### config.mk
export PLATFORM = sky130hd
export DESIGN_NAME = transpose_op_scheduler
export DESIGN_NICKNAME = d
export VERILOG_FILES = /design/src/rtl/transpose_op_scheduler.sv
export SDC_FILE = /design/constraint.sdc
export NUM_CORES = 1
export LEC_CHECK = 0
export ABC_AREA = 1
export CAP_MARGIN = 0
export CORE_UTILIZATION = 50
export CTS_CLUSTER_DIAMETER = 120
export DETAILED_ROUTE_END_ITERATION = 10
export GPL_ROUTABILITY_DRIVEN = 0
export PLACE_DENSITY = 0.78
export SETUP_SLACK_MARGIN = 0.2
export SYNTH_ARGS = -nofsm -noshare
export SYNTH_HDL_FRONTEND = slang
export SYNTH_SLANG_ARGS = --single-unit
### constraint.sdc
create_clock -name clk -period 1.6 [get_ports clk]
set_clock_uncertainty 0.15 [all_clocks]
set_input_delay 0.16 -clock clk [delete_from_list [all_inputs] [get_ports clk]]
set_output_delay 0.16 -clock clk [all_outputs]
set_load 0.03 [all_outputs]
### src/rtl/transpose_op_scheduler.sv
// Round-robin scheduler sharing one matrix transpose unit among NUM_REQ requesters.
// Issues a start pulse, waits for done under a watchdog, and returns done/err to the winner.
module transpose_op_scheduler #(
    parameter int NUM_REQ        = 4,
    parameter int TIMEOUT_CYCLES = 16,
    parameter int SEL_W          = $clog2(NUM_REQ)
) (
    input  logic               clk,
    input  logic               rst_n,
    input  logic [NUM_REQ-1:0] req,
    output logic [NUM_REQ-1:0] grant,
    output logic [SEL_W-1:0]   sel,
    output logic [NUM_REQ-1:0] done,
    output logic [NUM_REQ-1:0] err,
    output logic               sched_busy,
    output logic               tu_start,
    input  logic               tu_busy,
    input  logic               tu_done
);

    localparam int WD_W = $clog2(TIMEOUT_CYCLES);

    typedef enum logic [1:0] {IDLE, START, WAIT, DONE} state_t;

    state_t             state, state_nxt;
    logic [SEL_W-1:0]   ptr, ptr_nxt;
    logic [WD_W-1:0]    wd_cnt, wd_nxt;
    logic               ok_nxt;

    logic [SEL_W-1:0]   pick;
    logic               found;

    logic [NUM_REQ-1:0] grant_nxt, done_nxt, err_nxt;
    logic [SEL_W-1:0]   sel_nxt;
    logic               busy_nxt, start_nxt;

    // Scan downward so the last hit is the first set bit at or above ptr (mod NUM_REQ).
    always_comb begin
        int idx;
        found = 1'b0;
        pick  = '0;
        idx   = 0;
        for (int i = NUM_REQ - 1; i >= 0; i--) begin
            idx = int'(ptr) + i;
            if (idx >= NUM_REQ) idx = idx - NUM_REQ;
            if (req[idx]) begin
                found = 1'b1;
                pick  = SEL_W'(idx);
            end
        end
    end

    always_ff @(posedge clk or negedge rst_n) begin
        if (!rst_n) begin
            state      <= IDLE;
            ptr        <= '0;
            wd_cnt     <= '0;
            grant      <= '0;
            sel        <= '0;
            done       <= '0;
            err        <= '0;
            sched_busy <= 1'b0;
            tu_start   <= 1'b0;
        end else begin
            state      <= state_nxt;
            ptr        <= ptr_nxt;
            wd_cnt     <= wd_nxt;
            grant      <= grant_nxt;
            sel        <= sel_nxt;
            done       <= done_nxt;
            err        <= err_nxt;
            sched_busy <= busy_nxt;
            tu_start   <= start_nxt;
        end
    end

    always_comb begin
        state_nxt = state;
        ptr_nxt   = ptr;
        wd_nxt    = wd_cnt;
        ok_nxt    = 1'b0;
        case (state)
            IDLE: if (!tu_busy && found) state_nxt = START;
            START: begin
                wd_nxt    = '0;
                state_nxt = WAIT;
            end
            WAIT: begin
                // tu_done takes priority over a coincident watchdog expiry
                if (tu_done) begin
                    state_nxt = DONE;
                    ok_nxt    = 1'b1;
                end else if (wd_cnt == WD_W'(TIMEOUT_CYCLES - 1)) begin
                    state_nxt = DONE;
                end else begin
                    wd_nxt = wd_cnt + WD_W'(1);
                end
            end
            DONE: begin
                ptr_nxt   = (sel == SEL_W'(NUM_REQ - 1)) ? '0 : sel + SEL_W'(1);
                state_nxt = IDLE;
            end
            default: state_nxt = IDLE;
        endcase
    end

    // Outputs are the next-cycle values of the registered output flops.
    always_comb begin
        grant_nxt = grant;
        sel_nxt   = sel;
        done_nxt  = '0;
        err_nxt   = '0;
        if (state == IDLE && state_nxt == START) begin
            grant_nxt = NUM_REQ'(1) << pick;
            sel_nxt   = pick;
        end
        if (state == DONE) grant_nxt = '0;
        if (state == WAIT && state_nxt == DONE) begin
            if (ok_nxt) done_nxt = grant;
            else        err_nxt  = grant;
        end
        start_nxt = (state_nxt == START);
        busy_nxt  = (state_nxt != IDLE);
    end

endmodule

==> metrics.txt <==
# TYPE chip_impl_metric gauge
chip_impl_info{name="outcome",value="finished with violations"} 1
chip_impl_info{name="failing_checks",value="negative setup slack"} 1
chip_impl_metric{name="insertion_delay",unit="ns"} 0.31
chip_impl_metric{name="fillCellCount",unit=""} 159
chip_impl_info{name="root_buffer",value="sky130_fd_sc_hd__clkbuf_4"} 1
chip_impl_info{name="global_route.peak_usage_layer",value="met2"} 1
chip_impl_metric{name="share_of_final_layout_standard_cells_stronger_than_drive_strength_1",unit="%"} 36.4
chip_impl_metric{name="place.detailed.instances",unit=""} 203
chip_impl_info{name="crit-reg2reg-launch",value="ptr[0]"} 1
chip_impl_metric{name="tightest_slew",unit="ns"} 0.309
chip_impl_metric{name="report.final.hold_viol_count",unit=""} 0
chip_impl_metric{name="design.portCount",unit=""} 24
chip_impl_metric{name="via_count_of_the_first_global_routing_pass",unit=""} 1085
chip_impl_metric{name="port-buffer-count",unit=""} 23
chip_impl_metric{name="synth-xor-area-share",unit="%"} 0.730
chip_impl_metric{name="overall_die_area",unit="µm²"} 2600
chip_impl_metric{name="wl_per_instance",unit="µm"} 14.2
chip_impl_metric{name="design.core.area",unit="µm²"} 2230
chip_impl_metric{name="synth_compound_area_share",unit="%"} 5.84
chip_impl_metric{name="synth-adder-area-share",unit="%"} 2.09
chip_impl_metric{name="hold_slack",unit="ns"} 0.0299
chip_impl_metric{name="layout.cells.non_filler",unit=""} 215
chip_impl_metric{name="worst_r2r_path_depth",unit=""} 9
chip_impl_metric{name="rows",unit=""} 17
chip_impl_metric{name="areaGrowthSynthToFinish",unit="%"} 45.6
chip_impl_metric{name="final-setup-viol-count",unit=""} 1
chip_impl_metric{name="first_iter_violations",unit=""} 26
chip_impl_metric{name="synth.mux.area_fraction",unit="%"} 0
chip_impl_metric{name="tritoncts.num_buffers",unit=""} 3
chip_impl_metric{name="grt_use_total",unit="%"} 24.0
chip_impl_metric{name="postSynthRegisterBits",unit=""} 24
chip_impl_metric{name="finalWirelength",unit="µm"} 3050
chip_impl_metric{name="design.final.nets",unit=""} 198
chip_impl_info{name="setup_repair_after_global_routing_missed_its_margin",value="yes"} 1
chip_impl_metric{name="netlist-cell-type-count",unit=""} 22
chip_impl_metric{name="num_vias",unit=""} 1140
chip_impl_metric{name="clkTransAtPathRegs",unit="ns"} 0.13
chip_impl_metric{name="report.final.slew_viol_count",unit=""} 0
chip_impl_info{name="worstReg2RegEnd",value="grant[0]"} 1
chip_impl_info{name="largest_family_of_logic_cells_by_synthesized_area",value="simple AND/OR/NAND/NOR gates"} 1
chip_impl_metric{name="detail_route.vias_per_cell",unit=""} 5.30
chip_impl_metric{name="cts_buffer_depth",unit=""} 2
chip_impl_info{name="worstSetupEndpointType",value="flop"} 1
chip_impl_metric{name="wp_data_arrival",unit="ns"} 1.70
chip_impl_metric{name="average_cell_area_after_synthesis",unit="µm²"} 8.11
chip_impl_metric{name="antenna-diode-count",unit=""} 0
chip_impl_metric{name="peakVddDrop",unit="mV"} 1.50
chip_impl_metric{name="cts.sinks",unit=""} 24
chip_impl_metric{name="cts-htree-levels",unit=""} 1
chip_impl_metric{name="die_width",unit="µm"} 51.0
chip_impl_metric{name="rrSetupSlack",unit="ns"} -0.003
chip_impl_metric{name="totalNegativeSetupSlack",unit="ns"} -0.00260
chip_impl_metric{name="grt_use_met3",unit="%"} 3.27
chip_impl_metric{name="synth-simple-area-share",unit="%"} 33.2
chip_impl_metric{name="fin_crit",unit="ns"} 1.60
chip_impl_metric{name="timing.final.ws_setup",unit="ns"} -0.00260
chip_impl_metric{name="height_of_the_die",unit="µm"} 51.0
chip_impl_metric{name="grt_util_met2",unit="%"} 43.6
chip_impl_metric{name="max-slew-margin-rel",unit="%"} 79.5
chip_impl_info{name="critPathLaunchType",value="flop"} 1
chip_impl_info{name="tritoncts_clock_tree",value="yes"} 1
chip_impl_metric{name="max_clock_freq",unit="GHz"} 0.624
chip_impl_metric{name="timing.critical_path.fanout_max",unit=""} 8
chip_impl_metric{name="use_met1",unit="%"} 27.4
chip_impl_metric{name="hpwl_reported_at_the_end_of_detailed_placement",unit="µm"} 1780
chip_impl_metric{name="detail_route.first_pass.iterations",unit=""} 4
chip_impl_metric{name="cp.required",unit="ns"} 1.70
chip_impl_metric{name="initial_utilization",unit="%"} 53.7
chip_impl_info{name="critPathKind",value="reg2reg"} 1
chip_impl_metric{name="wire_length_of_the_first_global_routing_pass",unit="µm"} 4610
chip_impl_metric{name="power_density",unit="nW/µm²"} 1960
chip_impl_metric{name="drt.antenna.violating_nets",unit=""} 0
chip_impl_metric{name="synth-seq-area-share",unit="%"} 50.1
chip_impl_metric{name="post_synthesis_net_count",unit=""} 158
chip_impl_metric{name="drt_drc",unit=""} 0
chip_impl_metric{name="global_route.overflow_total",unit=""} 0
chip_impl_metric{name="ys.warnings.count",unit=""} 0
chip_impl_metric{name="number_of_antenna_violations_at_the_first_check_in_global_routing",unit=""} 0
chip_impl_metric{name="syn_inst",unit=""} 148
chip_impl_info{name="worstHoldPathType",value="in2async"} 1
chip_impl_metric{name="finalCritPeriodShare",unit="%"} 100
chip_impl_metric{name="cap_viol_max_count",unit=""} 0
chip_impl_metric{name="syn-cell-area",unit="µm²"} 1200
chip_impl_metric{name="pin_count_of_the_biggest_net_entering_global_routing",unit=""} 25
chip_impl_metric{name="p_leak",unit="µW"} 0.000926
==> how the worst max path moves through the flow <==
stage,from,to,slack (ns)
6_report,ptr[0],grant[0],-0.003
2_1_floorplan,wd_cnt[0],wd_cnt[0],0.20
3_3_place_gp,req[3],grant[1],-0.04
4_1_cts,ptr[0],grant[0],0.05
5_1_grt,ptr[0],grant[3],-0.05
3_5_place_dp,req[3],grant[1],-0.09
==> stage by stage <==
stage	setup WS [ns]	util [%]	cell area, µm²	total power [µW]
2_1_floorplan	0.197	-	1220	2030
3_3_place_gp	-0.0447	67.8	1510	2430
3_5_place_dp	-0.0911	67.8	1510	2470
4_1_cts	0.0471	75.0	1680	3150
5_1_grt	-0.0528	78.2	1750	3620
6_report	-0.00260	78.2	1750	3420
==> critical path, stage by stage, from the launching register on <==
cell                       delay (ns)
sky130_fd_sc_hd__dfrtp_1         0.43
sky130_fd_sc_hd__buf_6           0.17
sky130_fd_sc_hd__nand2_4         0.07
sky130_fd_sc_hd__nand2_4         0.06
sky130_fd_sc_hd__nor2_4          0.13
sky130_fd_sc_hd__nand3_2         0.11
sky130_fd_sc_hd__nand2_4         0.12
sky130_fd_sc_hd__nand2_4         0.09
sky130_fd_sc_hd__nor2_4          0.10
sky130_fd_sc_hd__o21bai_1        0.11
==> placed cells by master (no fill, tap or decap), types with 2 or more instances in the layout <==
cell type and n:
sky130_fd_sc_hd__clkbuf_2 3, sky130_fd_sc_hd__nand3_2 8, sky130_fd_sc_hd__nor2_4 4, sky130_fd_sc_hd__clkdlybuf4s15_1 8
sky130_fd_sc_hd__nand3_1 8, sky130_fd_sc_hd__nor2_1 12, sky130_fd_sc_hd__inv_2 6, sky130_fd_sc_hd__o21bai_1 2
sky130_fd_sc_hd__buf_4 10, sky130_fd_sc_hd__nand4_1 2, sky130_fd_sc_hd__nor2_2 2, sky130_fd_sc_hd__nand2_4 9
sky130_fd_sc_hd__buf_6 3, sky130_fd_sc_hd__dfrtp_1 23, sky130_fd_sc_hd__clkbuf_4 3, sky130_fd_sc_hd__nand2_2 11
sky130_fd_sc_hd__nand2_1 30, sky130_fd_sc_hd__clkdlybuf4s50_1 7, sky130_fd_sc_hd__dlygate4sd2_1 4, sky130_fd_sc_hd__inv_1 17
==> synthesized netlist by cell type (all sizes together) <==
cell    instances  area share (%)
nand2          50              18
nor2           18             6.5
a31o            1            0.73
nand4           2             1.0
nor3            1            0.42
a21o            1            0.63
a21oi           1            0.73
ha              2             2.1
o31ai           2             1.3
dfrtp          24              50
nand3          16             7.1
buf             1            0.94
xnor2           1            0.73
inv            23             7.2
o21ai           3             1.3
o21bai          2             1.3
==> state kept, by name, summed over array words and instances (netlist names) <==
register	count
sel	2
tu_start	1
done	4
err	4
sched_busy	1
wd_cnt	4
ptr	2
grant	4
state	2
==> logic make-up (layout without fill, tap and decap cells) <==
| group | Yosys count | count (layout) |
|---|---|---|
| and+or+nand+nor | 87 | 87 |
| DFF | 24 | 24 |
| buffers and inverters | 24 | 63 |
| AOI/OAI and AO/OA | 10 | 10 |
| adders and majority gates | 2 | 2 |
| xor gates and xnor gates | 1 | 1 |
==> per-layer routing <==
| layer | share of wire (%) | up-vias |
|---|---|---|
| li1 | - | 539 |
| met1 | 41 | 550 |
| met2 | 52 | 43 |
| met3 | 4.2 | 8 |
| met4 | 2.4 | 0 |
| met5 | 0 | - |
==> area by class of cell <==
class                   instances  area [µm²]  share of cell area, %
clock buffers                   3        22.5                   1.29
clock inverters                 1        30.0                   1.72
inverters                      23        86.3                   4.94
multi-input cells             100         651                   37.2
flip-flops and latches         24         602                   34.5
well taps                      28        35.0                   2.01
repair buffers                 36         320                   18.3
==> what timing repair did <==
item | CTS | global route
hold buffers | 0 | 0
resized for setup | 46 | 29
hold endpoints to repair | 0 | 0
pin swaps | 15 | 8
setup endpoints to repair | 29 | 23
setup buffers | 4 | 4
==> power by group <==
part / switching [µW] / leakage (µW) / total [µW] / internal, µW
clock network: 185 / 0.0000279 / 438 / 253
logic: 1320 / 0.000583 / 2070 / 752
registers: 134 / 0.000315 / 913 / 779
total: 1640 / 0.000926 / 3420 / 1780
No activity file was read; power rests on OpenSTA's default activity.
==> RTL edit 1: new RTL, config.mk and constraints unchanged <==
Re-encode `state_t` (4 states) as one-hot, 4 bits wide.
--- a/src/rtl/transpose_op_scheduler.sv
+++ b/src/rtl/transpose_op_scheduler.sv
@@ -22,3 +22,3 @@
 
-    typedef enum logic [1:0] {IDLE, START, WAIT, DONE} state_t;
+    typedef enum logic [3:0] {IDLE = 4'b0001, START = 4'b0010, WAIT = 4'b0100, DONE = 4'b1000} state_t;
 
Function: no difference found for any inputs over 10 cycles, from zero or initial values and one cycle with rst_n low; not proved beyond that.
==> RTL edit 1 against the original RTL <==
Cell count is 6.0% higher. Critical path depth increased by 1. Largest power group unchanged. Final area grew 8.6%. Sequential power increased by 6.1%. Sequential cell count is 2 higher. Area after synthesis grew 6.7%. The run still ends with negative setup slack left. Worst setup slack worse by 0.038 ns. Routed wire length grew 23%. Total power fell by 9.6%. Combinational power fell by 20%.
==> RTL edit 1: results <==
{
  "crit_fanout": 7,
  "port-buffer-count": 23,
  "grt_pass1_wl_mm": 5.25,
  "ys_seq_area_share_pct": 50.9,
  "root_buffer": "clkbuf_4",
  "mappedNetlistNets": 168,
  "grt.overflow.total": 0,
  "grt_pass1_vias": 1158,
  "ys_warn_count": 0,
  "wl_per_cell_um": 16.4,
  "power.leakage_nw": 0.971,
  "cts_buffers": 3,
  "dpl_cell_area_sq_um": 1630,
  "violations": "negative setup slack",
  "drt_iter0_markers": 32,
  "setup_viol": 4,
  "synth_area_leaders": "dfrtp_1, nand2_1, inv_1, nand3_1, nor2_1",
  "timing.final.ws_setup_ns": -0.0409,
  "num-fill-cells": 125,
  "antenna_found_initial": 0,
  "htreeDepth": 1,
  "viasPerCell": 5.42,
  "grtUsageTotal_pct": 26.9,
  "place_ws_ns": -0.134,
  "async_reset_ff_share_pct": 100,
  "grt_max_degree": 27,
  "status": "finished, violations left",
  "clk_latency_ns": 0.34,
  "tns_ns": -0.0785,
  "yosys-top-cells-count": "nand2_1, dfrtp_1, inv_1",
  "clockBufferDepth": 2,
  "critPathArrivalTime_ns": 1.76,
  "ys.flop_type": "dfrtp_1",
  "maxSlewHeadroom_pct": 78.0,
  "nets": 211,
  "path_clk_slew_ns": 0.15,
  "drtPass1Iterations": 4,
  "synth_cell_types": 24,
  "place_hpwl_mm": 2.05,
  "drive_gt1_share_pct": 54.0,
  "reg2regPathDepth": 10,
  "hp-class": "in -> async",
  "n_antenna_cell": 0,
  "ir_drop_uv": 1690
}
-- RTL edit 1: cell count changes in the layout (fill, tap and decap cells not counted), moves of 4 or more --
cell and delta:
clkbuf_2 +9, clkdlybuf4s15_1 -8, nand2_1 -7, nand2_2 +7
nand3_1 -5, dlygate4sd2_1 -4
-- RTL edit 1: repair_timing --
item	in CTS	in global routing
pin swaps	16	21
setup buffers	9	1
setup endpoints to repair	24	35
gates resized for setup	46	73
-- RTL edit 1: path summary, 6_finish.rpt --
kind,to,start,slack (ns)
min in group clk,tu_start,tu_busy,0.34
max in group asynchronous,state[0],rst_n,0.99
min,sel[0],rst_n,0.007
max,grant[2],ptr[0],-0.04
max reg2reg,grant[2],ptr[0],-0.04
min reg2reg,wd_cnt[3],wd_cnt[3],0.37
-- RTL edit 1: worst max-delay path, stage by stage (launching register included) --
cell	delay, ns
dfrtp_2	0.48
inv_4	0.12
nand2_4	0.05
and2_4	0.16
nand2_4	0.09
nand2_4	0.06
inv_2	0.06
nand2_2	0.04
nand2_2	0.09
nand3_2	0.08
o21bai_1	0.17
-- RTL edit 1: layout make-up --
cell class / count / area (sq um) / share of cell area, %
clock buffer: 3 / 22.5 / 1.19
clock inverter: 1 / 30.0 / 1.58
inverter: 27 / 109 / 5.74
multi-input combinational: 104 / 746 / 39.3
sequential: 26 / 656 / 34.6
tap: 28 / 35.0 / 1.85
timing repair buffer: 39 / 299 / 15.8
-- RTL edit 1: kinds of logic after synthesis --
logic type / after synthesis / share of synthesized area, %
AOI/OAI and AO/OA: 12 / 5.96
xor gates and xnor gates: 1 / 0.684
adders and majority gates: 2 / 1.95
buffers and inverters: 28 / 8.80
DFF: 26 / 50.9
and+or+nand+nor: 89 / 31.7
-- RTL edit 1: per-layer routing --
layer	track usage, %	routed length, um	vias up
li1	-	-	578
met1	32.4	1500	601
met2	47.9	1990	50
met3	5.22	198	6
met4	8.33	59	0
met5	0	0	-
-- RTL edit 1: per-stage QoR --
stage,hold WS [ns],cells
after floorplan,-0.286,158
after global placement,0.318,214
after detailed placement,0.330,214
after CTS,0.0331,227
after global routing,0.0406,228
final,0.00739,228
-- RTL edit 1: report_power, final --
part / internal, mW / leakage [nW] / total, mW / switching [mW]
Combinational: 0.601 / 0.600 / 1.65 / 1.04
Sequential: 0.813 / 0.343 / 0.969 / 0.156
Clock: 0.254 / 0.0279 / 0.477 / 0.223
Total: 1.67 / 0.971 / 3.09 / 1.42
==> RTL edit 2: new RTL, same flow settings <==
Without the edit above. The parameter `NUM_REQ` goes from 4 to 8.
--- a/src/rtl/transpose_op_scheduler.sv
+++ b/src/rtl/transpose_op_scheduler.sv
@@ -3,3 +3,3 @@
 module transpose_op_scheduler #(
-    parameter int NUM_REQ        = 4,
+    parameter int NUM_REQ        = 8,
     parameter int TIMEOUT_CYCLES = 16,
Ports: changed (5 resized); port bits go from 24 to 41. No check against the original RTL was run, so the function may have changed too.
==> RTL edit 2 against the original RTL <==
The flow still finishes with violations (negative setup slack). Core utilization increased by 3.2 points. Sequential power increased by 53%. Critical endpoint is now grant[6]. Fmax decreased by 35%. Worst setup slack got worse by 0.86 ns. Final area increased by 100%. Largest power group unchanged. Synthesized cell count increased by 89%. Area after synthesis increased by 92%. Routed wire length increased by 140%. Via count increased by 120%. Largest cell class unchanged. Sequential cell count increased by 14. Critical path type unchanged. Cell count increased by 100%. Total power increased to 2.6 times the old value.
==> RTL edit 2: results <==
{
  "synth_cell_types": 33,
  "cts-resized-gates": 74,
  "multi_input_cells": 206,
  "slowest_delay_ns": 0.41,
  "worst_slew_pin_slew_ns": 0.477,
  "cts_buffers": 5,
  "holdBufCountCts": 1,
  "synth_area_leaders": "dfrtp_1, nand2_1, nand3_1, ha_1, nor3_2",
  "drt_iter0_markers": 275,
  "htreeDepth": 2,
  "status": "finished, violations left",
  "p_sw_share_pct": 51.6,
  "dp_cells": 412,
  "clk_latency_ns": 0.29,
  "inverters": 30,
  "tns_ns": -22.00,
  "timing.final.ws_setup_ns": -0.858,
  "multi_input_area_sq_um": 1480,
  "ir_drop_uv": 1970,
  "root_buffer": "clkbuf_8",
  "grt_max_degree": 39,
  "yosys_register_bits": 38,
  "viasPerCell": 5.71,
  "synthCells": 279,
  "nets": 400,
  "violations": "negative setup slack",
  "grt_pass1_wl_mm": 10.8,
  "nonClkBufAreaFrac_pct": 23.0,
  "stdcell_area_sq_um": 3570,
  "place_hpwl_mm": 4.34,
  "clkCellAreaFrac_pct": 3.19,
  "seq-cell-share_pct": 26.7,
  "drtPass1Iterations": 5,
  "grt_pass1_vias": 2349,
  "routed_wl_mm": 7.35,
  "yosys-top-cells-count": "nand2_1, dfrtp_1, nand3_1",
  "setup_viol": 33,
  "async_reset_ff_share_pct": 100,
  "ys_seq_area_share_pct": 41.3,
  "dpl_cell_area_sq_um": 3140,
  "crit_fanout": 6,
  "drive_gt1_share_pct": 42.7,
  "holdWs_ns": 0.295,
  "reg2regPathDepth": 14,
  "num-fill-cells": 236
}
## RTL edit 2: changes by cell type after synthesis, moves of 3 or more
| cell | before | now |
|---|---|---|
| nor3_2 | 0 | 10 |
| nand3_2 | 1 | 4 |
| nand2_1 | 44 | 80 |
| dfrtp_1 | 24 | 38 |
| nand2_2 | 3 | 9 |
| o21ai_0 | 3 | 8 |
| nor3_1 | 1 | 6 |
| a21oi_1 | 0 | 11 |
| nand2_4 | 3 | 0 |
| nand3_1 | 15 | 31 |
| ha_1 | 2 | 10 |
| inv_1 | 21 | 25 |
## RTL edit 2: stage by stage
stage / worst slack, ns / power (mW) / utilization (%)
3_5_place_dp: -0.753 / 6.72 / 71.6
4_1_cts: -0.671 / 8.12 / 77.7
2_1_floorplan: -0.661 / 4.82 / -
5_1_grt: -1.01 / 9.60 / 81.4
6_report: -0.858 / 9.05 / 81.4
3_3_place_gp: -0.686 / 6.59 / 71.6
## RTL edit 2: power by group through the flow
stage               Sequential, mW  Combinational [mW]  Clock (mW)
global route                  1.42                7.30       0.881
finish                        1.40                6.82       0.829
CTS                           1.38                5.91       0.834
detailed placement            1.39                5.33           0
global placement              1.39                5.20           0
floorplan                     1.60                3.22           0
## RTL edit 2: routing by layer
layer | track usage [%] | vias up | part of all wire [%]
li1 | - | 1122 | -
met5 | 0 | - | 0
met1 | 35.8 | 1152 | 39
met2 | 48.1 | 153 | 50
met4 | 10.7 | 0 | 3.8
met3 | 6.25 | 35 | 7.9
## RTL edit 2: kinds of logic after synthesis
family | Yosys count | synth area share, %
AND/OR/NAND/NOR | 162 | 35.7
adder cells (fa/ha/maj) | 10 | 5.44
buffers and inverters | 36 | 7.56
XOR/XNOR | 5 | 2.88
flip-flops | 38 | 41.3
AO/OA/AOI/OAI | 28 | 7.12
